## config.mk

```make
export PLATFORM = sky130hd
export DESIGN_NAME = fifo_sync_1r1w_flex
export DESIGN_NICKNAME = d
export VERILOG_FILES = /design/src/rtl/fifo_flex_pkg.sv /design/src/rtl/fifo_sync_1r1w_flex_mem.sv /design/src/rtl/fifo_sync_1r1w_flex.sv
export SDC_FILE = /design/constraint.sdc
export NUM_CORES = 1
export LEC_CHECK = 0
export BUFFER_PORTS_ARGS = -buffer_cell sky130_fd_sc_hd__buf_2
export CAP_MARGIN = 40
export CORE_ASPECT_RATIO = 1.1
export CORE_MARGIN = 2
export CORE_UTILIZATION = 25
export DETAILED_ROUTE_END_ITERATION = 10
export MAX_ROUTING_LAYER = met4
export PLACE_DENSITY = 0.38
export SETUP_SLACK_MARGIN = 0.4
export SLEW_MARGIN = 20
export SYNTH_ARGS = -nofsm -noshare
export SYNTH_HDL_FRONTEND = slang
export SYNTH_HIERARCHICAL = 1
export SYNTH_SLANG_ARGS = --single-unit
```

## constraint.sdc

```tcl
create_clock -name clk_i -period 13.4 [get_ports clk_i]
set_clock_uncertainty 0.1 [all_clocks]
set_input_delay 2.68 -clock clk_i [delete_from_list [all_inputs] [get_ports clk_i]]
set_output_delay 2.68 -clock clk_i [all_outputs]
set_load 0.1 [all_outputs]
```

## src/rtl/fifo_flex_pkg.sv

```systemverilog
// ----------------------------------------------------------------------------
// fifo_flex_pkg
// Shared constants and width helpers for the flexible 1R1W synchronous FIFO.
// The package cannot carry the FIFO's parameters, so the in-module pointer and
// count types are derived from the helpers below via $clog2.
// ----------------------------------------------------------------------------
package fifo_flex_pkg;

    // Default geometry used when the top is instantiated without overrides.
    localparam int WIDTH_D = 32;
    localparam int DEPTH_D = 12;

    // Bits needed to index 0..depth-1. Depth is at least 2, but keep a floor
    // of one bit so the helper is safe for any caller.
    function automatic int ptr_w(input int depth);
        return (depth > 1) ? $clog2(depth) : 1;
    endfunction

    // Bits needed to represent an occupancy of 0..depth inclusive.
    function automatic int cnt_w(input int depth);
        return $clog2(depth + 1);
    endfunction

    // Default-geometry type helpers for code that does not override sizes.
    typedef logic [$clog2(DEPTH_D + 1)-1:0] count_t;
    typedef logic [$clog2(DEPTH_D)-1:0]     ptr_t;

endpackage : fifo_flex_pkg

```

## src/rtl/fifo_sync_1r1w_flex_mem.sv

```systemverilog
// ----------------------------------------------------------------------------
// fifo_mem_1r1w
// DEPTH_P x WIDTH_P register array backing the FIFO. No reset: contents are
// only meaningful once written, and the control logic tracks validity.
//
// Ports:
//   clk_i      - clock
//   w_v_i      - write enable
//   w_addr_i   - write address (0..DEPTH_P-1)
//   w_data_i   - write data
//   r_addr_i   - read address (0..DEPTH_P-1)
//   r_data_o   - combinational read data
// ----------------------------------------------------------------------------
module fifo_mem_1r1w
    import fifo_flex_pkg::*;
#(
    parameter int WIDTH_P = WIDTH_D,
    parameter int DEPTH_P = DEPTH_D
) (
    input  logic                        clk_i,
    input  logic                        w_v_i,
    input  logic [ptr_w(DEPTH_P)-1:0]   w_addr_i,
    input  logic [WIDTH_P-1:0]          w_data_i,
    input  logic [ptr_w(DEPTH_P)-1:0]   r_addr_i,
    output logic [WIDTH_P-1:0]          r_data_o
);

    logic [WIDTH_P-1:0] mem_q [DEPTH_P];

    always_ff @(posedge clk_i) begin
        if (w_v_i) begin
            mem_q[w_addr_i] <= w_data_i;
        end
    end

    // Addresses are always kept below DEPTH_P by the control logic.
    assign r_data_o = mem_q[r_addr_i];

endmodule : fifo_mem_1r1w

```

## src/rtl/fifo_sync_1r1w_flex.sv

```systemverilog
// ----------------------------------------------------------------------------
// fifo_sync_1r1w_flex
// Single-clock FIFO with arbitrary depth/width, occupancy count, programmable
// almost-full/almost-empty flags, synchronous flush and a sticky error flag.
// The head entry is held in a registered output buffer.
//
// Handshakes:
//   Input side is valid/ready: a word is accepted on a rising edge where
//   valid_i & ready_o. Output side is valid/yumi: the head is consumed on a
//   rising edge where yumi_i & valid_o. ready_o and valid_o come only from
//   registered state, so yumi_i may be derived combinationally from valid_o.
//
// Ports:
//   clk_i          - clock, rising edge
//   reset_n_i      - asynchronous active-low reset
//   flush_i        - synchronous flush, dominates enqueue/dequeue
//   data_i/valid_i - enqueue data / request
//   ready_o        - not full
//   valid_o/data_o - head present / head word (from output buffer)
//   yumi_i         - consumer takes head
//   count_o        - occupancy 0..DEPTH_P
//   almost_full_o  - count_o >= AFULL_P
//   almost_empty_o - count_o <= AEMPTY_P
//   err_o          - sticky, set by yumi_i while empty; cleared by flush/reset
// ----------------------------------------------------------------------------
module fifo_sync_1r1w_flex
    import fifo_flex_pkg::*;
#(
    parameter int WIDTH_P  = WIDTH_D,
    parameter int DEPTH_P  = DEPTH_D,
    parameter int AFULL_P  = DEPTH_P - 2,
    parameter int AEMPTY_P = 2
) (
    input  logic                            clk_i,
    input  logic                            reset_n_i,
    input  logic                            flush_i,
    input  logic [WIDTH_P-1:0]              data_i,
    input  logic                            valid_i,
    output logic                            ready_o,
    output logic                            valid_o,
    output logic [WIDTH_P-1:0]              data_o,
    input  logic                            yumi_i,
    output logic [$clog2(DEPTH_P+1)-1:0]    count_o,
    output logic                            almost_full_o,
    output logic                            almost_empty_o,
    output logic                            err_o
);

    localparam int PTR_W = ptr_w(DEPTH_P);
    localparam int CNT_W = cnt_w(DEPTH_P);

    if (DEPTH_P < 2 || AFULL_P > DEPTH_P || AEMPTY_P >= DEPTH_P) begin : g_param_err
        $fatal(1, "fifo_sync_1r1w_flex: illegal DEPTH_P/AFULL_P/AEMPTY_P combination");
    end

    logic [PTR_W-1:0]   rd_ptr_q, rd_ptr_d;
    logic [PTR_W-1:0]   wr_ptr_q, wr_ptr_d;
    logic [CNT_W-1:0]   count_q, count_d;
    logic               err_q, err_d;
    logic [WIDTH_P-1:0] buf_q, buf_d;

    logic               full, empty, enq, deq;
    logic [PTR_W-1:0]   rd_ptr_inc, wr_ptr_inc;
    logic [WIDTH_P-1:0] mem_rdata;
    logic               mem_we;

    assign full  = (count_q == CNT_W'(DEPTH_P));
    assign empty = (count_q == '0);

    assign ready_o = ~full;
    assign valid_o = ~empty;

    assign enq = valid_i & ready_o;
    assign deq = yumi_i & valid_o;

    // Explicit wrap so non-power-of-two depths never index past the array.
    assign rd_ptr_inc = (rd_ptr_q == PTR_W'(DEPTH_P - 1)) ? '0 : rd_ptr_q + PTR_W'(1);
    assign wr_ptr_inc = (wr_ptr_q == PTR_W'(DEPTH_P - 1)) ? '0 : wr_ptr_q + PTR_W'(1);

    // A flush drops the enqueue in its cycle, so the write is suppressed too.
    assign mem_we = enq & ~flush_i;

    fifo_mem_1r1w #(
        .WIDTH_P (WIDTH_P),
        .DEPTH_P (DEPTH_P)
    ) u_mem (
        .clk_i    (clk_i),
        .w_v_i    (mem_we),
        .w_addr_i (wr_ptr_q),
        .w_data_i (data_i),
        .r_addr_i (rd_ptr_inc),
        .r_data_o (mem_rdata)
    );

    always_comb begin
        rd_ptr_d = rd_ptr_q;
        wr_ptr_d = wr_ptr_q;
        count_d  = count_q;
        err_d    = err_q;
        buf_d    = buf_q;

        if (flush_i) begin
            rd_ptr_d = '0;
            wr_ptr_d = '0;
            count_d  = '0;
            err_d    = 1'b0;
        end else begin
            if (yumi_i && empty) begin
                err_d = 1'b1;
            end
            if (enq) begin
                wr_ptr_d = wr_ptr_inc;
            end
            if (deq) begin
                rd_ptr_d = rd_ptr_inc;
            end

            // The buffer always mirrors mem[rd_ptr]; refill it from the entry
            // behind the head, or from data_i when that entry is still in flight.
            unique case ({enq, deq})
                2'b10: begin
                    count_d = count_q + CNT_W'(1);
                    if (empty) begin
                        buf_d = data_i;
                    end
                end
                2'b01: begin
                    count_d = count_q - CNT_W'(1);
                    buf_d   = mem_rdata;
                end
                2'b11: begin
                    buf_d = (count_q == CNT_W'(1)) ? data_i : mem_rdata;
                end
                default: begin
                end
            endcase
        end
    end

    always_ff @(posedge clk_i or negedge reset_n_i) begin
        if (!reset_n_i) begin
            rd_ptr_q <= '0;
            wr_ptr_q <= '0;
            count_q  <= '0;
            err_q    <= 1'b0;
        end else begin
            rd_ptr_q <= rd_ptr_d;
            wr_ptr_q <= wr_ptr_d;
            count_q  <= count_d;
            err_q    <= err_d;
        end
    end

    // Data-path register: contents are only observed while valid_o is high.
    always_ff @(posedge clk_i) begin
        buf_q <= buf_d;
    end

    assign data_o         = buf_q;
    assign count_o        = count_q;
    assign err_o          = err_q;
    assign almost_full_o  = (count_q >= CNT_W'(AFULL_P));
    assign almost_empty_o = (count_q <= CNT_W'(AEMPTY_P));

endmodule : fifo_sync_1r1w_flex

```

==> summary by stage <==
Clock network
For this design, the sink count on the clock tree is 429. The number of setup buffers added after CTS is 0. The clock-pin slew reported for the worst setup and hold paths after clock tree synthesis is 0.06 ns.

The count of cells resized by post-cts repair is 0. The worst-case clock buffer depth is 3. The buffer type at the clock tree root is clkbuf_16. The clock tree synthesis step divided the H-tree into 2 levels. The insertion delay of the later-clocked pin in the worst-skew pair is 0.57 ns. TritonCTS built the clock tree. The CTS buffer count is 49.

In this run, post-CTS hold repair placed 0 buffers.

Power and ir drop
The standby leakage power is 6.66 nW. The power density over the cells is 190 mW/mm^2. The overall power is 3.78 mW. The worst vdd rail ir drop is 0.128 mV.

Global routing
The overall overflow remaining after global route is 0. The wire length of the first global-routing pass is 58700 um. The via count of the first global-routing pass was 8556. The pin count of the biggest net entering global routing is 50. The number of antenna violations at the first check in global routing is 1. The global-route total usage across every layer is 11.8%.

Worst setup path
The category of the critical setup timing path is reg -> out. STA classifies the critical path endpoint as an output port. The startpoint class of the critical path is a register. The largest fanout on the critical path is 8. In this run the register-to-register setup slack is 9.43 ns. At the worst endpoint, the arrival time is 2.22 ns. At the worst endpoint, the required time is 10.62 ns. Measured in cells, the most critical reg-to-reg path has a length of 10. The capture point of the worst reg-to-reg path is data_o[12]. The startpoint identified for the worst register-to-register timing path is rd_ptr_q[0].

Route
The first-pass iteration count of the detailed router is 4. Once detail routing completed, the nets flagged for antenna violations numbered 0. The via count normalized by instance count is 4.43. After the first detailed-routing iteration, the DRC count stood at 445.

After detailed routing, the average wire length per cell comes to 21.8 um. The sum of routed wire length over all layers is 39200 um. The count of unresolved DRC violations after routing is 0. The number of vias in the routed layout is 7980.

Worst hold path
The path class of the tightest hold or removal check is reg -> reg. For hold timing, the worst endpoint is err_o. The worst hold path passes through 2 cells. The startpoint identified for the worst hold timing path is err_o.

Timing
Setup repair after global routing left no endpoint under its margin. The final hold violation count came to 0. Summed over all failing endpoints, the final setup total negative slack is 0 ns. Timing would allow up to 200 MHz.

After layout, the minimum clock period comes to 5.00 ns. The setup slack after layout is 8.40 ns. The setup-violating endpoint count in the final report is 0. The max-slew headroom at the worst pin is 45.4%. The final critical path takes up 37.3% of the cycle. The measured slew at the worst slew-check pin is 0.819 ns.

The final number of max-transition violations is 0.

Place
The congestion estimate from routability-driven global placement came to 0.695. Buffers placed on the I/O ports in this run total 77. Timing analysis after detailed placement gives a worst setup slack of 8.23 ns. The half-perimeter wire length after detailed placement is 22000 um.

Layout
The most common cell after layout, fill and taps aside is edfxtp_1. The number of nets in the finished design is 956. Registers take 0.0128 sq mm. Relative to the synthesized area, the layout overhead comes to 18.2%.

Summing all multi-input logic gate instances after layout gives 0.00378 sq mm. The layout has 6521 filler cells. The top cell types in the final layout, fill and taps aside, are edfxtp_1, buf_2, mux2i_1, mux4_2, clkbuf_16. The fraction of layout cells with a size suffix above 1 is 30.8%.

Die
The die outline width is 251 um. The height of the die is 276 um. For this design the top-level I/O count stands at 78. The floorplan has 99 rows. The region available for standard cell placement spans 0.0664 sq mm. The die outline area is 0.0692 sq mm.

The initial utilization of the core area, before any placement, comes to 25.3%.

Yosys
Each instance of the synthesized netlist takes up on average 21.0 sq um. The share of cell area taken by muxes after synthesis is 14.7%. The fraction of the mapped netlist area in adder cells is 0.522%. Of the total synthesized cell area, the portion taken by XOR and XNOR cells is 0.187%. The number of synthesized register bits is 429. In this run, synthesis inferred 416 flip-flops with an integrated enable. The most common flop cell mapped by yosys is edfxtp_1. Summing every instance area after synthesis gives 0.0168 sq mm. The post-synthesis net count is 843. The number of warnings printed during yosys synthesis is 6. The number of different library cells used by synthesis comes to 44.

The gate count of the mapped netlist is 799. Summing the areas of all compound-gate instances in the mapped netlist gives 4.50% of the synthesized area. The share of synthesized area occupied by flip-flops and latches is 76.4%. The combinational family with the most area after synthesis is multiplexers. The post-synthesis async set-or-reset flop share is 3.03%. The share of synthesized cell area in and, or, nand and nor gates is 1.78%.

Outcome
The flow ran to the end, and the final reports show no timing, DRC or antenna violations.

Flow run
Max-cap violations in this run came to 0.
[how the worst max path moves through the flow]
| stage | from | to | slack [ns] | depth (start not counted) |
|---|---|---|---|---|
| after global routing | count_o[1] | valid_o | 8.24 | 5 |
| after CTS | count_o[1] | valid_o | 8.36 | 5 |
| after detailed placement | valid_i | u_mem/mem_q[10][4] | 8.23 | 6 |
| final | count_o[1] | valid_o | 8.40 | 5 |
| after global placement | valid_i | u_mem/mem_q[10][7] | 8.28 | 6 |
| after floorplan | flush_i | u_mem/mem_q[0][0] | 7.11 | 4 |
[logic make-up (layout without fill, tap and decap cells)]
group / after synthesis / after routing
flip-flops: 429 / 429
multiplexers: 162 / 162
AO/OA/AOI/OAI: 93 / 93
AND/OR/NAND/NOR: 59 / 59
buffers and inverters: 47 / 189
adder cells (fa/ha/maj): 7 / 7
XOR/XNOR: 2 / 2
other: 0 / 1
[routing by layer]
| layer | share of wire [%] | routed length (um) | vias to the layer above | GRT usage [%] |
|---|---|---|---|---|
| li1 | - | - | 3562 | - |
| met1 | 44 | 17400 | 4220 | 14.9 |
| met2 | 50 | 19500 | 140 | 19.7 |
| met3 | 4.1 | 1620 | 58 | 2.24 |
| met4 | 1.9 | 739 | 0 | 3.07 |
| met5 | 0 | 0 | - | - |
[report_power, final]
part	internal, mW	leakage (nW)	switching (mW)
Combinational	0.317	2.02	0.660
Sequential	1.54	3.94	0.0275
Clock	0.725	0.708	0.511
[critical path, cell delays in order, from the launching register on]
cell     delay [ns]
dfrtp_1        0.51
inv_1          0.17
ha_1           0.26
nor3b_4        0.19
inv_2          0.10
buf_2          0.42
[cells in the mapped netlist, drive strengths merged (2+ instances only)]
master,count,area share (%)
a211oi,2,0.089
a21oi,11,0.33
a22oi,32,1.6
a31oi,5,0.19
and2,3,0.11
buf,23,1.4
clkbuf,18,0.40
dfrtp,13,1.9
edfxtp,416,74
ha,7,0.52
inv,6,0.13
mux2,34,2.3
mux2i,64,3.8
mux4,64,8.6
nand2,19,0.43
nand2b,4,0.15
nand3b,2,0.089
nor2,19,0.43
nor2b,3,0.11
nor3,3,0.089
o21a,2,0.089
o221ai,33,1.9
o22ai,2,0.075
o31ai,2,0.12
or3b,2,0.10
[through the flow]
stage / hold slack (ns) / std cells / area, sq um / utilization [%]
detailed placement: 0.408 / 1719 / 18400 / 27.7
finish: 0.408 / 1800 / 19800 / 29.9
floorplan: 0.412 / 799 / 16800 / -
global route: 0.478 / 1800 / 19800 / 29.9
CTS: 0.426 / 1799 / 19800 / 29.9
global placement: 0.428 / 1714 / 18200 / 27.5
[flip-flops by register name, summed over array words and instances (netlist names)]
| name | count |
|---|---|
| err_o | 1 |
| rd_ptr_q | 4 |
| data_o | 32 |
| wr_ptr_q | 4 |
| u_mem/mem_q | 384 |
| count_o | 4 |
[area by class of cell]
cell class | instances | area share, %
Clock buffer | 63 | 6.66
Tap cell | 858 | 5.41
Timing Repair Buffer | 103 | 3.40
Antenna cell | 1 | 0.0126
Multi-Input combinational cell | 323 | 19.1
Inverter | 6 | 0.114
Clock inverter | 17 | 0.663
Sequential cell | 429 | 64.6
Note: power is estimated with default switching activity, not from simulation.
